==> src/rtl/clut_pkg.sv <==
// Shared types and constants for the CLUT sequencer.
// Optional build macro: CLUT_FORWARD_EN (pending-write forwarding to pixel reads).
package clut_pkg;

  localparam int LEN    = 256;
  localparam int ADDR_W = 8;

  localparam int R_LSB = 0;
  localparam int G_LSB = 8;
  localparam int B_LSB = 16;

  typedef enum logic [1:0] {
    S_R,
    S_G,
    S_B
  } host_state_t;

  function automatic logic [23:0] pack_rgb(input logic [7:0] r, input logic [7:0] g,
                                           input logic [7:0] b);
    logic [23:0] w;
    w = '0;
    w[R_LSB +: 8] = r;
    w[G_LSB +: 8] = g;
    w[B_LSB +: 8] = b;
    return w;
  endfunction

endpackage

==> src/rtl/clut_host_assembler.sv <==
// Host palette write path: R/G/B byte sequencer, auto-incrementing index and
// a one-deep pending entry that the arbiter drains via i_commit.
module clut_host_assembler
  import clut_pkg::*;
#(
  parameter int LEN   = clut_pkg::LEN,
  parameter int IDX_W = clut_pkg::ADDR_W
) (
  input  logic             i_clk,
  input  logic             i_rst,
  input  logic             i_idx_wr,
  input  logic             i_data_wr,
  input  logic [7:0]       i_data,
  input  logic             i_commit,
  output logic             o_host_ready,
  output logic             pend_valid,
  output logic [IDX_W-1:0] pend_idx,
  output logic [23:0]      pend_data
);

  host_state_t      state_reg;
  logic [IDX_W-1:0] idx_reg;
  logic [7:0]       r_reg;
  logic [7:0]       g_reg;
  logic             accept;

  // Only the B byte needs a free pending slot, so R and G keep flowing.
  assign o_host_ready = !(state_reg == S_B && pend_valid);
  assign accept       = i_data_wr && o_host_ready && !i_idx_wr;

  always_ff @(posedge i_clk or posedge i_rst) begin
    if (i_rst) begin
      state_reg  <= S_R;
      idx_reg    <= '0;
      r_reg      <= '0;
      g_reg      <= '0;
      pend_valid <= 1'b0;
      pend_idx   <= '0;
      pend_data  <= '0;
    end else begin
      if (i_commit) begin
        pend_valid <= 1'b0;
      end
      if (i_idx_wr) begin
        idx_reg   <= i_data[IDX_W-1:0];
        r_reg     <= '0;
        g_reg     <= '0;
        state_reg <= S_R;
      end else if (accept) begin
        case (state_reg)
          S_R: begin
            r_reg     <= i_data;
            state_reg <= S_G;
          end
          S_G: begin
            g_reg     <= i_data;
            state_reg <= S_B;
          end
          S_B: begin
            pend_valid <= 1'b1;
            pend_idx   <= idx_reg;
            pend_data  <= pack_rgb(r_reg, g_reg, i_data);
            idx_reg    <= (idx_reg == IDX_W'(LEN - 1)) ? '0 : idx_reg + 1'b1;
            state_reg  <= S_R;
          end
          default: state_reg <= S_R;
        endcase
      end
    end
  end

endmodule

==> src/rtl/clut_controller.sv <==
// Single-port CLUT arbiter: pixel lookups take priority, host writes drain
// on idle cycles. Optional build macro: CLUT_FORWARD_EN.
module clut_controller
  import clut_pkg::*;
#(
  parameter int LEN    = clut_pkg::LEN,
  parameter int ADDR_W = clut_pkg::ADDR_W
) (
  input  logic              i_clk,
  input  logic              i_rst,
  input  logic              i_host_idx_wr,
  input  logic              i_host_data_wr,
  input  logic [7:0]        i_host_data,
  output logic              o_host_ready,
  input  logic              i_pix_valid,
  input  logic [ADDR_W-1:0] i_pix_index,
  output logic              o_pix_valid,
  output logic [7:0]        o_r,
  output logic [7:0]        o_g,
  output logic [7:0]        o_b,
  output logic [ADDR_W-1:0] o_ram_entry,
  output logic              o_ram_we,
  output logic [23:0]       o_ram_data,
  input  logic [23:0]       i_ram_data
);

  logic              pend_valid;
  logic [ADDR_W-1:0] pend_idx;
  logic [23:0]       pend_data;
  logic              commit;
  logic              pix_d1_reg;
  logic [23:0]       result_word;

  assign commit = !i_pix_valid && pend_valid;

  clut_host_assembler #(
    .LEN   (LEN),
    .IDX_W (ADDR_W)
  ) u_host (
    .i_clk        (i_clk),
    .i_rst        (i_rst),
    .i_idx_wr     (i_host_idx_wr),
    .i_data_wr    (i_host_data_wr),
    .i_data       (i_host_data),
    .i_commit     (commit),
    .o_host_ready (o_host_ready),
    .pend_valid   (pend_valid),
    .pend_idx     (pend_idx),
    .pend_data    (pend_data)
  );

  assign o_ram_entry = i_pix_valid ? i_pix_index : pend_idx;
  assign o_ram_we    = commit;
  assign o_ram_data  = pend_data;

`ifdef CLUT_FORWARD_EN
  logic        hit_d1_reg;
  logic [23:0] fwd_d1_reg;

  // A lookup of the still-pending index sees the new entry, not the stale RAM word.
  always_ff @(posedge i_clk or posedge i_rst) begin
    if (i_rst) begin
      hit_d1_reg <= 1'b0;
      fwd_d1_reg <= '0;
    end else begin
      hit_d1_reg <= i_pix_valid && pend_valid && (i_pix_index == pend_idx);
      fwd_d1_reg <= pend_data;
    end
  end

  assign result_word = hit_d1_reg ? fwd_d1_reg : i_ram_data;
`else
  assign result_word = i_ram_data;
`endif

  always_ff @(posedge i_clk or posedge i_rst) begin
    if (i_rst) begin
      pix_d1_reg  <= 1'b0;
      o_pix_valid <= 1'b0;
      o_r         <= '0;
      o_g         <= '0;
      o_b         <= '0;
    end else begin
      pix_d1_reg  <= i_pix_valid;
      o_pix_valid <= pix_d1_reg;
      if (pix_d1_reg) begin
        o_r <= result_word[R_LSB +: 8];
        o_g <= result_word[G_LSB +: 8];
        o_b <= result_word[B_LSB +: 8];
      end
    end
  end

endmodule

==> config.mk <==
export PLATFORM = sky130hd
export DESIGN_NAME = clut_controller
export DESIGN_NICKNAME = d
export VERILOG_FILES = /design/src/rtl/clut_pkg.sv /design/src/rtl/clut_host_assembler.sv /design/src/rtl/clut_controller.sv
export SDC_FILE = /design/constraint.sdc
export NUM_CORES = 1
export LEC_CHECK = 0
export ABC_CLOCK_PERIOD_IN_PS = 1800
export BUFFER_PORTS_ARGS = -buffer_cell sky130_fd_sc_hd__buf_4
export CAP_MARGIN = 20
export CORE_MARGIN = 2
export CORE_UTILIZATION = 45
export DETAILED_ROUTE_END_ITERATION = 10
export GPL_TIMING_DRIVEN = 0
export PLACE_DENSITY = 0.69
export SETUP_SLACK_MARGIN = 0.15
export SYNTH_ARGS = -nofsm -noshare
export SYNTH_HDL_FRONTEND = slang
export SYNTH_HIERARCHICAL = 1
export SYNTH_SLANG_ARGS = --single-unit
==> constraint.sdc <==
create_clock -name i_clk -period 1.8 [get_ports i_clk]
set_input_delay 0 -clock i_clk [delete_from_list [all_inputs] [get_ports i_clk]]
set_output_delay 0 -clock i_clk [all_outputs]
set_load 0.03 [all_outputs]
## After elaboration in Yosys (flattened, before gate mapping)

Cells that the tools add are included.

| operators by class | value |
|---|---|
| $add $sub $neg | 1 |
| reduce and logical (&&, ||, !) cells | 16 |
| bitwise logic cells | 1 |
| muxes and demuxes | 18 |
| equality and inequality tests | 3 |

Operators by type and width:

| cell | count |
|---|---|
| $mux 8 | 11 |
| $add 8x1->8 const B | 1 |
| $eq 8x8->1 const B | 1 |
| $reduce_bool 2->1 | 4 |
| $reduce_and 2->1 | 3 |
| $logic_and 1x1->1 | 4 |
| $mux 1 | 4 |
| $mux 2 | 2 |
| $pmux 2 s2 | 1 |
| $logic_not 1->1 | 3 |
| $reduce_and 3->1 | 1 |
| $eq 2x1->1 const B | 1 |
| $eq 2x2->1 const B | 1 |
| $logic_not 2->1 | 1 |
| $not 1->1 | 1 |

| storage, ports and cells | value |
|---|---|
| input bits | 45 |
| bits in registers | 85 |
| word-level logic and storage cells | 51 |

## Logic depth before layout (Yosys ltp)

| logic depth | value |
|---|---|
| word-level depth | 7 |
| gate-level depth with buffers | 6 |
| mapped depth without buffers | 5 |

## By module

The synthesis kept the hierarchy.

Modules (own cells, without submodules):

| module | instances | area each (um2) | cells an instance | seq. area each (um2) |
|---|---|---|---|---|
| clut_host_assembler | 1 | 2603.7 | 189 | 1476.4 |
| clut_controller | 1 | 1152.4 | 64 | 650.6 |

## Worst setup path before layout

No wires, ideal clock.

| path | value |
|---|---|
| kind | register -> register |
| start | reg u_host.state_reg[0] |
| end | reg u_host.pend_data[0] |
| library setup time | 0.125 ns |
| clock period less this slack | 1.595 ns |
| arrival | 1.469 ns |
| cell stages (with the launch flop) | 7 |
| buffers on the path | 3 |
| slack | 0.205 ns |
| path through | dfrtp_1 > and4bb_1 > buf_6 > and2_4 > buf_6 > buf_12 > mux2_4 |

| on the way | value |
|---|---|
| longest elaborated chain between the ends | 6 |

Ends and longest elaborated chain:

| element | line | text |
|---|---|---|
| from (decl) | clut_host_assembler.sv:21 | `host_state_t state_reg;` |
| from (signal assigned) | clut_host_assembler.sv:33 | `state_reg <= S_R;` |
| from (signal assigned) | clut_host_assembler.sv:48 | `state_reg <= S_R;` |
| from (signal assigned) | clut_host_assembler.sv:53 | `state_reg <= S_G;` |
| $eq 2x2->1 (*) | clut_host_assembler.sv:28, clut_host_assembler.sv:50 |  |
| $logic_and 1x1->1 | clut_host_assembler.sv:28 | `assign o_host_ready = !(state_reg == S_B && pend_valid);` |
| $logic_not 1->1 | clut_host_assembler.sv:28 |  |
| $logic_and 1x1->1 (2 in a row) | clut_host_assembler.sv:29 | `assign accept = i_data_wr && o_host_ready && !i_idx_wr;` |
| $reduce_and 3->1 (no line) (*) | n/a |  |
| to (signal assigned) | clut_host_assembler.sv:62 | `pend_data <= pack_rgb(r_reg, g_reg, i_data);` |
| to (decl) | clut_host_assembler.sv:18 | `output logic [23:0] pend_data` |

Every way passes the cells marked *; elsewhere a longest branch is shown, timed or not.
A chain may end at the register's enable or synchronous reset.

## Worst setup path in the final report

| path | value |
|---|---|
| start | reg u_host.pend_valid |
| end | reg u_host.pend_data[21] |

| on the way | value |
|---|---|
| longest elaborated chain between the ends | 5 |

Ends and longest elaborated chain:

| element | line | text |
|---|---|---|
| from (decl) | clut_host_assembler.sv:16 | `output logic pend_valid,` |
| from (signal assigned) | clut_host_assembler.sv:37 | `pend_valid <= 1'b0;` |
| from (signal assigned) | clut_host_assembler.sv:42 | `pend_valid <= 1'b0;` |
| from (signal assigned) | clut_host_assembler.sv:60 | `pend_valid <= 1'b1;` |
| $logic_and 1x1->1 | clut_host_assembler.sv:28 |  |
| $logic_not 1->1 | clut_host_assembler.sv:28 |  |
| $logic_and 1x1->1 (2 in a row) | clut_host_assembler.sv:29 |  |
| $reduce_and 3->1 (no line) | n/a |  |

Every way passes these cells.

==> results.json <==
{
  "status": "finished, final reports clean",
  "ir_drop_uv": 621,
  "wl_per_cell_microns": 16.2,
  "ys_seq_area_share_pct": 56.6,
  "vias_per_cell": 4.94,
  "slew-limit-headroom_pct": 37.9,
  "syn_area_sq_mm": 0.00376,
  "crit_arrival_ps": 1860,
  "synth_cell_types": 32,
  "tightest_slew_ps": 931,
  "start_util_pct": 46.2,
  "core_area_sq_mm": 0.00813,
  "clk_path_buf_depth": 2,
  "dp_hpwl_mm": 5.41,
  "final.min_clock_period_ps": 1630,
  "synth_area_per_cell_sq_um": 14.8,
  "syn_inst": 253,
  "wl_met2_mm": 3.91,
  "wl_met3_microns": 645,
  "routed_wl_mm": 8.51,
  "cp-startpoint": "u_host/pend_valid$_DFF_PP0_",
  "reg2reg_depth": 6,
  "design_area_sq_mm": 0.00540,
  "hold_class": "input port to flop",
  "first_global_vias": 2639,
  "top_layer_used": "met4",
  "place_inst": 462,
  "rsz0062_at_grt": "yes",
  "place_congestion": 0.831,
  "worstHoldPathCells": 4,
  "dpl-instance-area_sq_mm": 0.00468,
  "overflow": 0,
  "path_buf_inv": 3,
  "fmaxAchievable_ghz": 0.614,
  "fin_crit_sh_pct": 90.4,
  "route.detailed.drc": 0,
  "wl_met1_mm": 3.86,
  "path_clk_slew_ps": 80,
  "fin_cells": 527,
  "final_core_util_pct": 66.4,
  "synth-seq-cells": 85,
  "crit_required_ps": 2030,
  "crit_path_start_kind": "flop",
  "total_power_w": 0.00510,
  "setup_viol": 0,
  "clockRootBuffer": "clkbuf_8",
  "cpPeakStageDelay_ps": 390,
  "clkLatencyLatePin_ps": 350,
  "regMostFlops": "u_host/pend_data",
  "nNetsFinal": 463,
  "h-tree-depth": 3,
  "endpoint_kind": "flop",
  "ioPinCount": 104,
  "maxCapViolations": 0,
  "row_count": 33,
  "path_class": "flop to flop",
  "cp_max_fo": 5,
  "track_usage_pct": 18.9,
  "hold_viol_final": 0,
  "hold_start": "i_host_idx_wr",
  "drt_pass1_iterations": 4,
  "ant_nets": 0,
  "grt_max_degree": 44,
  "path_cells": "and4bb_1, buf_6, and2_4, buf_8, buf_4, mux2_2",
  "crit_family": "simple AND/OR/NAND/NOR gates",
  "die_x_microns": 95.4,
  "antenna_found_initial": 0,
  "crit_cells": 6,
  "final_max_slew_viol_count": 0,
  "syn-num-nets": 299,
  "drt_iter0_markers": 152,
  "grt_pass1_wl_mm": 13.2,
  "cts_made_buffers": 9,
  "cpMaxStageDelayCell": "dfrtp_1",
  "p_leak_nw": 2.68,
  "n_antenna_cell": 0,
  "skew_ps": 7.18,
  "largest_register_ff_count": 24,
  "dieArea_sq_mm": 0.00909,
  "area_growth_pct": 43.8,
  "die_y_microns": 95.4,
  "r2r_start": "u_host/pend_valid$_DFF_PP0_",
  "port_buffers": 103,
  "cts_tree": "built",
  "reg2reg_setup_slack_ps": 170,
  "powerDensity_mw_per_mm2": 944,
  "final.setup.tns_ps": 0,
  "clock-sinks": 85,
  "crit_end": "u_host/pend_data[21]$_DFFE_PP0P_",
  "yosysWarnings": 6,
  "dr_total_vias": 2601,
  "final_layout_size_suffix_gt1_share_pct": 51.2,
  "r2r_end": "u_host/pend_data[21]$_DFFE_PP0P_"
}
## per-layer routing
metal	vias up	track usage, %
met4	0	6.88
met2	111	30.0
li1	1220	-
met3	8	3.48
met1	1262	26.1
met5	-	0
## per-stage QoR
| stage | setup slack (ps) | hold slack (ps) |
|---|---|---|
| 2_1_floorplan | 205 | 31.4 |
| 3_3_place_gp | -403 | 117 |
| 3_5_place_dp | 15.5 | 12.5 |
| 4_1_cts | 174 | 61.3 |
| 5_1_grt | 117 | 133 |
| 6_report | 173 | 84.4 |
## tightest hold or removal path, delay by kind of cell
| kind | cells | cell delay (ps) |
|---|---|---|
| AO/OA/AOI/OAI | 2 | 180 |
| AND/OR/NAND/NOR | 1 | 80 |
| buffers and inverters | 1 | 130 |
## area by class of cell
type	instances	area [sq um]
well taps	105	131
clock buffers	10	128
flip-flops and latches	85	2130
plain buffers	14	164
clock inverters	6	87.6
repair buffers	153	1270
inverters	6	22.5
multi-input cells	148	1470
fillers	580	2730
## what timing repair did
item	in CTS	in global routing
cloned	1	0
gates resized for setup	5	5
hold endpoints to repair	115	0
setup buffers	7	6
hold buffers	35	0
pin swaps	2	2
setup endpoints to repair	31	14
## cells by family (layout without fill, tap and decap cells)
family	count (synthesis)	count (layout)	share of synthesized area, %
xor+xnor	2	2	0.466
buf+inv	20	189	4.86
flops	85	85	56.6
simple gates	45	45	5.80
mux	81	81	28.6
fa+ha+maj	1	1	0.333
compound gates	19	19	3.30
## report_power, final
part           switching (W)  internal, W  total (W)
registers           0.000152      0.00214    0.00229
clock network       0.000656     0.000779    0.00143
logic               0.000678     0.000696    0.00137
## cell usage after synthesis, drive strengths merged
library cell / instances / area, sq um
o211ai: 2 / 15.0
nor2: 20 / 75.1
a22oi: 1 / 7.51
nor3: 1 / 5.00
clkbuf: 3 / 11.3
o311ai: 1 / 8.76
nand3: 4 / 20.0
a32oi: 1 / 8.76
inv: 6 / 22.5
o21ai: 7 / 35.0
o21bai: 1 / 7.51
nor2b: 1 / 6.26
o22ai: 1 / 6.26
dfrtp: 85 / 2130
mux2i: 17 / 170
a21oi: 3 / 15.0
nor3b: 1 / 7.51
and3: 2 / 12.5
buf: 11 / 149
nand4: 3 / 18.8
and2: 1 / 8.76
a221o: 2 / 20.0
and4bb: 1 / 12.5
nand3b: 2 / 15.0
nand2: 8 / 30.0
or3: 1 / 6.26
mux2: 64 / 905
xor2: 2 / 17.5
ha: 1 / 12.5
## placed cells by master (no fill, tap or decap), types with 2 or more instances in the layout
master         synthesis  final
nand3_1                4      4
nor2_1                20     20
clkbuf_8               0      9
dlygate4sd3_1          0     35
a21oi_1                3      3
clkinvlp_4             0      3
mux2_2                15     15
buf_6                  3      2
xor2_1                 2      2
a221o_1                2      2
buf_4                  0    116
nand4_1                3      3
o211ai_1               2      2
inv_1                  6      5
o21ai_0                7      7
buf_12                 5      6
bufinv_16              0      2
clkbuf_1               3      4
mux2i_1               17     17
mux2_4                49     49
and3_1                 2      2
dfrtp_2                0      4
dfrtp_1               85     81
nand3b_1               2      2
nand2_1                8      8
buf_2                  3      3
## worst min path at each step
| stage | to |
|---|---|
| finish | u_host/idx_reg[7]$_DFFE_PP0P_ |
| CTS | u_host/idx_reg[7]$_DFFE_PP0P_ |
| global placement | pix_d1_reg$_DFF_PP0_ |
| detailed placement | u_host/pend_idx[2]$_DFFE_PP0P_ |
| floorplan | pix_d1_reg$_DFF_PP0_ |
| global route | u_host/idx_reg[2]$_DFFE_PP0P_ |
No activity file was read; power rests on OpenSTA's default activity.
